===== src/rtl/led_pwm.sv =====
// led_pwm: multi-channel PWM LED driver.
//
// Each channel has a duty shadow register written over a simple strobe port. The shadow is
// copied into the active duty register only at a PWM period boundary (wrap), so a waveform
// never changes mid-period. Outputs are registered and active high.
//
// Optional feature (compile-time macro LED_PWM_BREATHE_EN): address NUM_CH writes a per-channel
// breathe mask. A masked channel ramps its active duty by one step per period between 0 and
// its shadow value (the peak) instead of loading the shadow directly.
//
// Ports:
//   clk          clock
//   rst_n        asynchronous reset, active low
//   enable       1 = run; 0 = hold prescaler/counter at 0 and drive outputs low
//   wr_en        register write strobe, one cycle per write
//   wr_addr      0..NUM_CH-1 = duty shadow, NUM_CH = breathe mask (if enabled)
//   wr_data      write data
//   pwm_out      PWM outputs, one per channel, registered
//   period_start one-cycle pulse when a new PWM period begins
module led_pwm #(
  parameter int unsigned NUM_CH    = 3,
  parameter int unsigned PWM_WIDTH = 8,
  parameter int unsigned PRESCALE  = 64,
  localparam int unsigned AW       = $clog2(NUM_CH + 1)
) (
  input  logic                 clk,
  input  logic                 rst_n,
  input  logic                 enable,
  input  logic                 wr_en,
  input  logic [AW-1:0]        wr_addr,
  input  logic [PWM_WIDTH-1:0] wr_data,
  output logic [NUM_CH-1:0]    pwm_out,
  output logic                 period_start
);

  localparam int unsigned PW = (PRESCALE > 1) ? $clog2(PRESCALE) : 1;

  logic [PW-1:0]        presc_q, presc_d;
  logic [PWM_WIDTH-1:0] cnt_q, cnt_d;
  logic [PWM_WIDTH-1:0] shadow_q [NUM_CH];
  logic [PWM_WIDTH-1:0] shadow_d [NUM_CH];
  logic [PWM_WIDTH-1:0] active_q [NUM_CH];
  logic [PWM_WIDTH-1:0] active_d [NUM_CH];
  logic [NUM_CH-1:0]    pwm_out_q, pwm_out_d;
  logic                 period_start_q, period_start_d;
  logic                 tick;
  logic                 wrap;

  // With PRESCALE == 1 the prescaler stays at 0 and every cycle is a tick.
  assign tick = (presc_q == PW'(PRESCALE - 1));
  assign wrap = enable && tick && (cnt_q == '1);

  always_comb begin
    presc_d = presc_q;
    cnt_d   = cnt_q;
    if (!enable) begin
      presc_d = '0;
      cnt_d   = '0;
    end else if (tick) begin
      presc_d = '0;
      cnt_d   = cnt_q + 1'b1;
    end else begin
      presc_d = presc_q + 1'b1;
    end
  end

  always_comb begin
    period_start_d = wrap;
    for (int i = 0; i < NUM_CH; i++) begin
      shadow_d[i]  = shadow_q[i];
      pwm_out_d[i] = enable && (cnt_q < active_q[i]);
      if (wr_en && (wr_addr == AW'(i))) begin
        shadow_d[i] = wr_data;
      end
    end
  end

`ifdef LED_PWM_BREATHE_EN
  // dir_q[i]: 0 = ramping up toward the peak, 1 = ramping down toward 0.
  logic [NUM_CH-1:0] mask_q, mask_d;
  logic [NUM_CH-1:0] dir_q, dir_d;

  always_comb begin
    mask_d = mask_q;
    dir_d  = dir_q;
    if (wr_en && (wr_addr == AW'(NUM_CH))) begin
      mask_d = wr_data[NUM_CH-1:0];
    end
    for (int i = 0; i < NUM_CH; i++) begin
      active_d[i] = active_q[i];
      if (wrap) begin
        if (!mask_q[i]) begin
          active_d[i] = shadow_q[i];
          dir_d[i]    = 1'b0;
        end else if (shadow_q[i] == '0) begin
          active_d[i] = '0;
          dir_d[i]    = 1'b0;
        end else if ((active_q[i] > shadow_q[i]) ||
                     (!dir_q[i] && (active_q[i] == shadow_q[i])) ||
                     (dir_q[i] && (active_q[i] != '0))) begin
          // Step down; heading for 0 until it is reached.
          active_d[i] = active_q[i] - 1'b1;
          dir_d[i]    = (PWM_WIDTH'(active_q[i] - 1'b1) != '0);
        end else begin
          // Step up; flip once the peak is reached.
          active_d[i] = active_q[i] + 1'b1;
          dir_d[i]    = (PWM_WIDTH'(active_q[i] + 1'b1) == shadow_q[i]);
        end
      end
    end
  end

  always_ff @(posedge clk or negedge rst_n) begin
    if (!rst_n) begin
      mask_q <= '0;
      dir_q  <= '0;
    end else begin
      mask_q <= mask_d;
      dir_q  <= dir_d;
    end
  end
`else
  always_comb begin
    for (int i = 0; i < NUM_CH; i++) begin
      active_d[i] = wrap ? shadow_q[i] : active_q[i];
    end
  end
`endif

  always_ff @(posedge clk or negedge rst_n) begin
    if (!rst_n) begin
      presc_q        <= '0;
      cnt_q          <= '0;
      pwm_out_q      <= '0;
      period_start_q <= 1'b0;
      for (int i = 0; i < NUM_CH; i++) begin
        shadow_q[i] <= '0;
        active_q[i] <= '0;
      end
    end else begin
      presc_q        <= presc_d;
      cnt_q          <= cnt_d;
      pwm_out_q      <= pwm_out_d;
      period_start_q <= period_start_d;
      for (int i = 0; i < NUM_CH; i++) begin
        shadow_q[i] <= shadow_d[i];
        active_q[i] <= active_d[i];
      end
    end
  end

  assign pwm_out      = pwm_out_q;
  assign period_start = period_start_q;

endmodule


===== config.mk =====
export PLATFORM = sky130hd
export DESIGN_NAME = led_pwm
export DESIGN_NICKNAME = d
export VERILOG_FILES = /design/src/rtl/led_pwm.sv
export SDC_FILE = /design/constraint.sdc
export NUM_CORES = 1
export LEC_CHECK = 0
export ABC_AREA = 1
export ABC_CLOCK_PERIOD_IN_PS = 1900
export CAP_MARGIN = 30
export CORE_MARGIN = 5
export CORE_UTILIZATION = 40
export DETAILED_ROUTE_END_ITERATION = 6
export HOLD_SLACK_MARGIN = 0.1
export PLACE_DENSITY = 0.61
export SKIP_LAST_GASP = 1
export SYNTH_ARGS = -nofsm -noshare
export SYNTH_HDL_FRONTEND = slang
export SYNTH_SLANG_ARGS = --single-unit

===== constraint.sdc =====
create_clock -name clk -period 1.9 [get_ports clk]
set_input_delay 0.19 -clock clk [delete_from_list [all_inputs] [get_ports clk]]
set_output_delay 0.19 -clock clk [all_outputs]
set_load 0.005 [all_outputs]

==> impl_metrics.ini, run 1 <==
[global_route]
grt_first_pass_wirelength_mm = 11.4
grt_pass1_vias = 2471
grt_max_degree = 28
overflow = 0
grt_usage_pct = 14.3
antenna_found_initial = 0

[synth]
yosysUniqueCellTypes = 23
ys_seq_area_share_pct = 50.7
synthesis.nets = 424
yosysWarnings = 0
synth.area.top_cells = dfrtp_1 (51%), nand2_1 (15%), ha_1 (8.8%)
syn_area_per_cell_um2 = 8.41
synth_top_area_share_pct = 50.7
yosysTopAreaCell = dfrtp_1
netlist_area_mm2 = 0.00326
ys_seq_elements = 66
syn_inst = 387

[die]
die_y_um = 100
dieWidth_um = 100
start_util_pct = 40.4
core-area_mm2 = 0.00805
io_pins = 18
fp.dieArea_mm2 = 0.0100
placementRows = 33

[clock_tree]
cts_buffers = 9
clock-root-buffer = clkbuf_8
cts_max_level = 3
clk_latency_ns = 0.33
clk_pin_slew_worst_paths_ns = 0.07
clockBufferDepth = 2
postCtsSetupBuffers = 0
numClockSinks = 66
cts_tree = done

[setup_path]
crit_path_max_fanout = 24
slowest_stage = dfrtp_1
critPathMaxStageDelay_ns = 0.45
cp_common_cell = nand2_1
arrival_ns = 1.90
worst_ep_required_time_ns = 2.18
cp.buffers_inverters = 2
critPathTopFamily = simple AND/OR/NAND/NOR gates
crit_chain = ha_1 -> nand2_1 -> inv_2 -> nand2_1 -> nor2_4 -> buf_4 -> nand3_1 -> nand2_1
startpoint_type = flop
end_kind = flop
worstSetupPathType = flop to flop

[timing]
hold_viol = 0
fin_crit_ns = 1.62
worst_slew_pin_slew_ns = 0.659
slew-limit-headroom_pct = 56.1
rsz0062_at_grt = false
setup_viol = 0
tns_ns = 0
finalClockSkew_ns = 0.00907
max_freq_mhz = 617
hold_ws_ns = 0.431
finalMaxSlewViolations = 0
min_period_over_period_pct = 85.3

[drt]
antenna_left = 0
drc_errors = 0
num_vias = 2458
drt_wl_total_mm = 6.30
drtPass1Iterations = 4
via_per_inst = 4.71
drt_iter0_drc = 67
wl_per_cell_um = 12.1

[power]
p_int_mw = 2.33
ir_drop_mv = 0.386
p_per_area_mw_per_mm2 = 785
switching_share_pct = 21.6
finalPower_mw = 2.97
comb_power_share_pct = 5.9
p_switching_uw = 642
p_leak_nw = 1.94
p_clk_share_pct = 42.1
sequentialPowerShare_pct = 52.0

[outcome]
status = finished clean

[finish]
fillers = 804
fin_cells = 522
layout.nets = 451
final_cell_mix = nand2_1 (126), dfrtp_1 (66), inv_1 (48)
drive_above_1_share_pct = 7.19
fin_area_mm2 = 0.00378
antenna_cells = 0
syn2layout_area_growth_pct = 16.3
final_common_cell = nand2_1

[place]
post_dp_cell_area_mm2 = 0.00357
gp_congestion = 0.763
post-place-cells = 507
port_buffers = 17
dp_hpwl_mm = 4.58

[flow_run]
cap_violations = 0

[min_path]
worstHoldPathType = input port to async pin
## worst reg2reg max path: stages, from the launching register on
cell and delay [ns]:
dfrtp_1 0.45, ha_1 0.20, nand2_1 0.07, inv_2 0.07, nand2_1 0.09, nor2_4 0.16
buf_4 0.29, nand3_1 0.13, nand2_1 0.09
## synthesized netlist by cell type
library cell,n
inv_1,48
nand2_2,1
a21oi_1,10
nand3b_1,1
o21bai_1,1
dfrtp_1,66
ha_1,23
o21ai_1,2
clkbuf_1,3
nand3_1,37
o21ai_0,27
buf_2,1
nor2_1,22
nor2_8,1
buf_4,3
inv_2,2
buf_6,2
nor2_4,2
nand2_1,126
nand2_4,2
nor3b_1,1
nor2_2,1
nand4_1,5
## sequential cells by signal, summed over array words and instances, names as in the netlist
name / count
pwm_out: 3
cnt_q: 8
shadow_q: 24
presc_q: 6
period_start: 1
active_q: 24
## timing repair
| item | in CTS | in global routing |
|---|---|---|
| hold endpoints to repair | 25 | 0 |
| hold buffers | 1 | 0 |
| gates resized for setup | 0 | 0 |
## power by group through the flow
| stage | logic, mW | registers, mW | clock network [mW] |
|---|---|---|---|
| floorplan | 0.0891 | 1.55 | 0 |
| global placement | 0.174 | 1.57 | 0 |
| detailed placement | 0.180 | 1.57 | 0 |
| CTS | 0.181 | 1.54 | 1.28 |
| global route | 0.211 | 1.55 | 1.35 |
| finish | 0.175 | 1.54 | 1.25 |
## worst paths after layout
kind	start	endpoint	slack, ns	depth (start not counted)
worst min register to register	presc_q[0]$_DFF_PN0_	presc_q[0]$_DFF_PN0_	0.46	1
worst max-delay path	cnt_q[1]$_DFFE_PN0P_	active_q[0]$_DFFE_PN0P_	0.28	8
min in group clk	wr_data[1]	shadow_q[1]$_DFFE_PN0P_	0.44	3
worst max register to register	cnt_q[1]$_DFFE_PN0P_	active_q[0]$_DFFE_PN0P_	0.28	8
worst min-delay path	rst_n	pwm_out[1]$_DFF_PN0_	0.43	2
max in group asynchronous	rst_n	active_q[9]$_DFFE_PN0P_	0.93	3
## final cells by class
class | instances | area, um2 | share of cell area (%)
clock buffer | 11 | 141 | 3.74
clock inverter | 3 | 65.1 | 1.72
inverter | 50 | 188 | 4.96
multi-input combinational | 262 | 1360 | 35.8
sequential | 66 | 1650 | 43.6
tap | 105 | 131 | 3.47
timing repair buffer | 25 | 253 | 6.68
## metrics by stage
stage	setup WS [ns]	util, %
5_1_grt	0.129	47.0
3_3_place_gp	0.266	44.3
3_5_place_dp	0.249	44.3
4_1_cts	0.262	47.0
2_1_floorplan	0.487	-
6_report	0.279	47.0
## per-layer routing
layer	track usage (%)	up-vias	wire (um)
li1	-	1281	-
met1	18.2	1134	3050
met2	22.6	33	2930
met3	4.17	10	219
met4	6.22	0	97
met5	0	-	0
## logic make-up (layout without fill, tap and decap cells)
| logic type | Yosys count | count (layout) | synth area share [%] |
|---|---|---|---|
| simple gates | 199 | 199 | 26.6 |
| flops | 66 | 66 | 50.7 |
| buf+inv | 59 | 89 | 7.65 |
| compound gates | 40 | 40 | 6.23 |
| fa+ha+maj | 23 | 23 | 8.84 |
(Power assumes the default switching activity.)
==> run 2: changes to the inputs <==
--- a/config.mk
+++ b/config.mk
@@ -6,13 +6,13 @@
 export NUM_CORES = 1
 export LEC_CHECK = 0
 export ABC_AREA = 1
-export ABC_CLOCK_PERIOD_IN_PS = 1900
+export ABC_CLOCK_PERIOD_IN_PS = 1400
 export CAP_MARGIN = 30
 export CORE_MARGIN = 5
 export CORE_UTILIZATION = 40
 export DETAILED_ROUTE_END_ITERATION = 6
 export HOLD_SLACK_MARGIN = 0.1
-export PLACE_DENSITY = 0.61
+export PLACE_DENSITY = 0.63
 export SKIP_LAST_GASP = 1
 export SYNTH_ARGS = -nofsm -noshare
 export SYNTH_HDL_FRONTEND = slang
==> constraint.sdc (replaced) <==
create_clock -name clk -period 1.4 [get_ports clk]
set_input_delay 0.14 -clock clk [delete_from_list [all_inputs] [get_ports clk]]
set_output_delay 0.14 -clock clk [all_outputs]
set_load 0.005 [all_outputs]
==> run 2 against run 1 <==
- the run now ends with negative setup slack left
- critical path depth up 1
- sequential share of layout area decreased by 4.2 points
- total power is 33% higher
- global-route usage rose by 0.14 points
- setup slack lost 0.32 ns
- combinational power grew 46%
- sequential power increased by 36%
==> impl_metrics.ini, run 2 (synthesized netlist as in run 1, its figures left out) <==
[outcome]
status = finished with violations
violations = negative setup slack

[global_route]
antenna_found_initial = 0
overflow = 0
grt_pass1_vias = 2535
grt_first_pass_wirelength_mm = 11.4
grt_usage_pct = 14.4
grt_max_degree = 40

[power]
p_per_area_mw_per_mm2 = 939
p_switching_uw = 944
switching_share_pct = 24.0
comb_power_share_pct = 6.5
p_leak_nw = 2.07
ir_drop_mv = 0.575
sequentialPowerShare_pct = 53.3
p_clk_share_pct = 40.2
p_int_mw = 3.00

[clock_tree]
clk_pin_slew_worst_paths_ns = 0.08
clk_latency_ns = 0.35
cts_tree = done
clockBufferDepth = 2
cts_max_level = 3
cts_buffers = 9
clock-root-buffer = clkbuf_8
numClockSinks = 66

[setup_path]
r2r_cells = 9
cp.buffers_inverters = 2
end_kind = flop
critPathTopFamily = simple AND/OR/NAND/NOR gates
worstSetupPathType = flop to flop
crit_path_max_fanout = 12
r2r_start = presc_q[0]$_DFF_PN0_
worst_ep_required_time_ns = 1.68
crit_chain = ha_2 -> nand2_2 -> nor2_4 -> nand2_4 -> nor2_8 -> buf_12 -> buf_8 -> nand3_1 -> nand2_1
startpoint_type = flop
r2r_end = active_q[0]$_DFFE_PN0P_
r2r_setup_slack_ns = -0.04
arrival_ns = 1.72
slowest_stage = dfrtp_1
critPathMaxStageDelay_ns = 0.36

[timing]
tns_ns = -0.388
finalClockSkew_ns = 0.0123
worst_slew_pin_slew_ns = 0.314
fin_crit_ns = 1.44
min_period_over_period_pct = 103
setup_viol = 22
rsz0062_at_grt = true
finalMaxSlewViolations = 0
max_freq_mhz = 695
slew-limit-headroom_pct = 79.1
hold_viol = 0
setup_ws_ns = -0.0383

[place]
dp_hpwl_mm = 4.73
pre_cts_ws_ns = -0.0380
post_dp_cell_area_mm2 = 0.00369
port_buffers = 17
gp_congestion = 0.759
post-place-cells = 523

[finish]
fin_area_mm2 = 0.00420
antenna_cells = 0
final_cell_mix = nand2_1 (113), dfrtp_1 (63), inv_1 (48)
largest_registers = active_q x24, shadow_q x24, cnt_q x8
final_common_cell = nand2_1
layout.nets = 477
fillers = 748
drive_above_1_share_pct = 19.4
utilization_pct = 52.1
fin_cells = 549
syn2layout_area_growth_pct = 28.9

[die]
placementRows = 33
dieWidth_um = 100
fp.dieArea_mm2 = 0.0100
core-area_mm2 = 0.00805
io_pins = 18
start_util_pct = 40.4
die_y_um = 100

[drt]
drt_iter0_drc = 77
num_vias = 2578
drc_errors = 0
drt_wl_total_mm = 6.90
drtPass1Iterations = 4
wl_per_cell_um = 12.6
via_per_inst = 4.70
antenna_left = 0

[flow_run]
cap_violations = 0

[min_path]
worstHoldPathType = input port to async pin
## run 2: timing repair
| item | 4_1_cts | 5_1_grt |
|---|---|---|
| cloned | 1 | 3 |
| pin swaps | 2 | 8 |
| hold endpoints to repair | 66 | 0 |
| buffers inserted | 1 | 5 |
| hold buffers | 1 | 0 |
| endpoints found under the setup margin | 25 | 33 |
| gates resized for setup | 7 | 34 |
## run 2: worst max-delay path by stage
stage	startpoint	slack [ns]	cells past startpoint	endpoint
final	presc_q[0]$_DFF_PN0_	-0.04	9	active_q[0]$_DFFE_PN0P_
after global routing	presc_q[0]$_DFF_PN0_	-0.15	9	active_q[3]$_DFFE_PN0P_
after CTS	presc_q[0]$_DFF_PN0_	-0.04	8	active_q[4]$_DFFE_PN0P_
after detailed placement	presc_q[0]$_DFF_PN0_	-0.04	8	active_q[11]$_DFFE_PN0P_
after global placement	enable	0.004	6	pwm_out[0]$_DFF_PN0_
after floorplan	cnt_q[1]$_DFFE_PN0P_	0.01	9	active_q[8]$_DFFE_PN0P_
## run 2: worst register-to-register path, cell delays in order, from the launching register on
cell     delay (ns)
dfrtp_1        0.36
ha_2           0.20
nand2_2        0.08
nor2_4         0.12
nand2_4        0.08
nor2_8         0.13
buf_12         0.13
buf_8          0.12
nand3_1        0.09
nand2_1        0.07
## run 2: metrics by stage
stage / power (mW) / hold slack (ns)
2_1_floorplan: 2.23 / -0.156
3_3_place_gp: 2.37 / 0.0538
3_5_place_dp: 2.38 / 0.0487
4_1_cts: 3.97 / 0.227
5_1_grt: 4.11 / 0.237
6_report: 3.94 / 0.222
## run 2: area by class of cell
type                    count  area (um2)  area share [%]
multi-input cells         264        1490            35.5
inverters                  50         188            4.47
flip-flops and latches     66        1660            39.4
clock buffers              10         138            3.28
well taps                 105         131            3.13
repair buffers             49         539            12.8
clock inverters             5        55.1            1.31
## run 2: power by group through the flow
stage | Sequential (mW) | Clock, mW | Combinational (mW)
CTS | 2.09 | 1.61 | 0.259
finish | 2.10 | 1.59 | 0.256
detailed placement | 2.13 | 0 | 0.255
floorplan | 2.11 | 0 | 0.121
global route | 2.11 | 1.70 | 0.302
global placement | 2.12 | 0 | 0.249
## run 2: routing by layer
metal / wire [um] / vias up / global-route usage (%)
li1: - / 1340 / -
met1: 3150 / 1178 / 18.0
met2: 3310 / 43 / 23.3
met3: 258 / 17 / 3.96
met4: 180 / 0 / 6.63
met5: 0 / - / 0
==> run 3: changes to the inputs <==
--- a/config.mk
+++ b/config.mk
@@ -13,6 +13,7 @@
 export DETAILED_ROUTE_END_ITERATION = 6
 export HOLD_SLACK_MARGIN = 0.1
 export PLACE_DENSITY = 0.63
+export REMOVE_ABC_BUFFERS = 1
 export SKIP_LAST_GASP = 1
 export SYNTH_ARGS = -nofsm -noshare
 export SYNTH_HDL_FRONTEND = slang
==> run 3 against run 2 <==
- the run still ends with negative setup slack left
- sequential share of layout area shrank 0.14 points
- clock skew fell by 0.0012 ns
- total power rose by 10%
- register-to-register slack is essentially flat
- first-iteration DRC count increased by 29%
- non-clock buffer count up 3
- global-route usage rose by 0.17 points
- critical path depth did not move
- via count rose by 1.9%
- core utilization grew 0.14 points
- critical path type unchanged
==> impl_metrics.ini, run 3 (synthesized netlist as in run 1, its figures left out) <==
[setup_path]
r2r_start = cnt_q[0]$_DFFE_PN0P_
worstSetupPathType = flop to flop
worst_ep_required_time_ns = 1.63
r2r_setup_slack_ns = -0.05
arrival_ns = 1.68
r2r_end = active_q[9]$_DFFE_PN0P_
crit_path_max_fanout = 12
startpoint_type = flop
end_kind = flop
r2r_cells = 9

[power]
p_per_area_mw_per_mm2 = 1030
finalPower_mw = 4.35
p_leak_nw = 2.13
ir_drop_mv = 0.401

[place]
port_buffers = 17
post-place-cells = 523
gp_congestion = 0.770
dp_hpwl_mm = 4.59

[die]
core-area_mm2 = 0.00805
die_y_um = 100
fp.dieArea_mm2 = 0.0100
dieWidth_um = 100
placementRows = 33
io_pins = 18
start_util_pct = 40.4

[flow_run]
cap_violations = 0

[drt]
drc_errors = 0
drt_iter0_drc = 99
antenna_left = 0
num_vias = 2626
drt_wl_total_mm = 7.24
via_per_inst = 4.75
wl_per_cell_um = 13.1
drtPass1Iterations = 4

[timing]
finalClockSkew_ns = 0.0111
worst_slew_pin_slew_ns = 0.275
min_period_over_period_pct = 103
rsz0062_at_grt = true
fin_crit_ns = 1.45
finalMaxSlewViolations = 0
slew-limit-headroom_pct = 81.6
setup_ws_ns = -0.0463
hold_viol = 0
max_freq_mhz = 691
hold_ws_ns = 0.190
setup_viol = 25

[clock_tree]
cts_buffers = 9
clk_latency_ns = 0.34
numClockSinks = 66
cts_tree = done
clockBufferDepth = 2
cts_max_level = 3
clk_pin_slew_worst_paths_ns = 0.08
clock-root-buffer = clkbuf_8

[finish]
multi_input_area_mm2 = 0.00146
syn2layout_area_growth_pct = 29.3
drive_above_1_share_pct = 17.4
fin_cells = 553
antenna_cells = 0
largest_registers = active_q x24, shadow_q x24, cnt_q x8
seqCellArea_mm2 = 0.00165
final_cell_mix = nand2_1 (120), dfrtp_1 (64), inv_1 (48)
final_common_cell = nand2_1
layout.nets = 480
fillers = 754

[global_route]
antenna_found_initial = 0
grt_pass1_vias = 2540
grt_max_degree = 48
grt_usage_pct = 14.6
grt_first_pass_wirelength_mm = 11.7
overflow = 0

[outcome]
violations = negative setup slack
status = finished with violations

[min_path]
worstHoldPathType = input port to async pin
## run 3: cell count changes in the layout (fill, tap and decap cells not counted), sizes merged
cell / previous run / this run
buf: 30 / 34
bufinv: 1 / 3
clkbuf: 12 / 11
clkinvlp: 2 / 0
inv: 50 / 51
## run 3: per-stage QoR
step	setup WS, ns	TNS (ns)	area (um2)	util, %
after floorplan	-0.229	-5.62	3190	-
after global placement	0.0135	0	3690	45.8
after detailed placement	-0.0286	-0.0604	3690	45.8
after CTS	0.00215	0	4020	49.9
after global routing	-0.135	-2.93	4210	52.3
final	-0.0463	-0.687	4210	52.3
## run 3: layout make-up
| cell class | instances | area share [%] |
|---|---|---|
| clock buffer | 10 | 3.27 |
| timing repair buffer | 52 | 12.4 |
| clock inverter | 6 | 2.68 |
| multi-input combinational | 264 | 34.8 |
| tap | 105 | 3.12 |
| inverter | 50 | 4.46 |
| sequential | 66 | 39.3 |
## run 3: worst max-delay path by stage
stage                         start                       end  slack [ns]  cells after the start
2_1_floorplan  cnt_q[1]$_DFFE_PN0P_   active_q[0]$_DFFE_PN0P_       -0.23                      8
3_3_place_gp                 enable      pwm_out[2]$_DFF_PN0_        0.01                      6
3_5_place_dp   presc_q[1]$_DFF_PN0_   active_q[0]$_DFFE_PN0P_       -0.03                      8
4_1_cts        cnt_q[0]$_DFFE_PN0P_   active_q[0]$_DFFE_PN0P_       0.002                      9
5_1_grt        presc_q[0]$_DFF_PN0_  active_q[17]$_DFFE_PN0P_       -0.13                      9
6_report       cnt_q[0]$_DFFE_PN0P_   active_q[9]$_DFFE_PN0P_       -0.05                      9
## run 3: critical path, stage by stage (launching register included)
cell     delay (ns)
dfrtp_1        0.37
ha_2           0.22
nand2_2        0.06
inv_2          0.08
nand2_4        0.06
nor2_4         0.15
buf_8          0.18
nand2_8        0.09
nand2_1        0.07
nand2_1        0.05
## run 3: metal layers
metal  track usage (%)  share of wire [%]
met5                 0                  0
met1              19.1                 44
met2              23.1                 50
met4              7.56                2.6
met3              2.71                3.3
## run 3: power breakdown
part	switching, mW	total [mW]	leakage, nW	internal, mW
combinational	0.137	0.255	1.12	0.119
clock	0.765	2.00	0.127	1.24
sequential	0.0722	2.09	0.881	2.02
## run 3: repair_timing
action,in CTS,in global routing
endpoints found under the setup margin,24,33
cloned,2,3
gates resized for setup,9,30
setup buffers,3,6
hold buffers,1,0
endpoints found under the hold margin,66,0
pin swaps,1,7
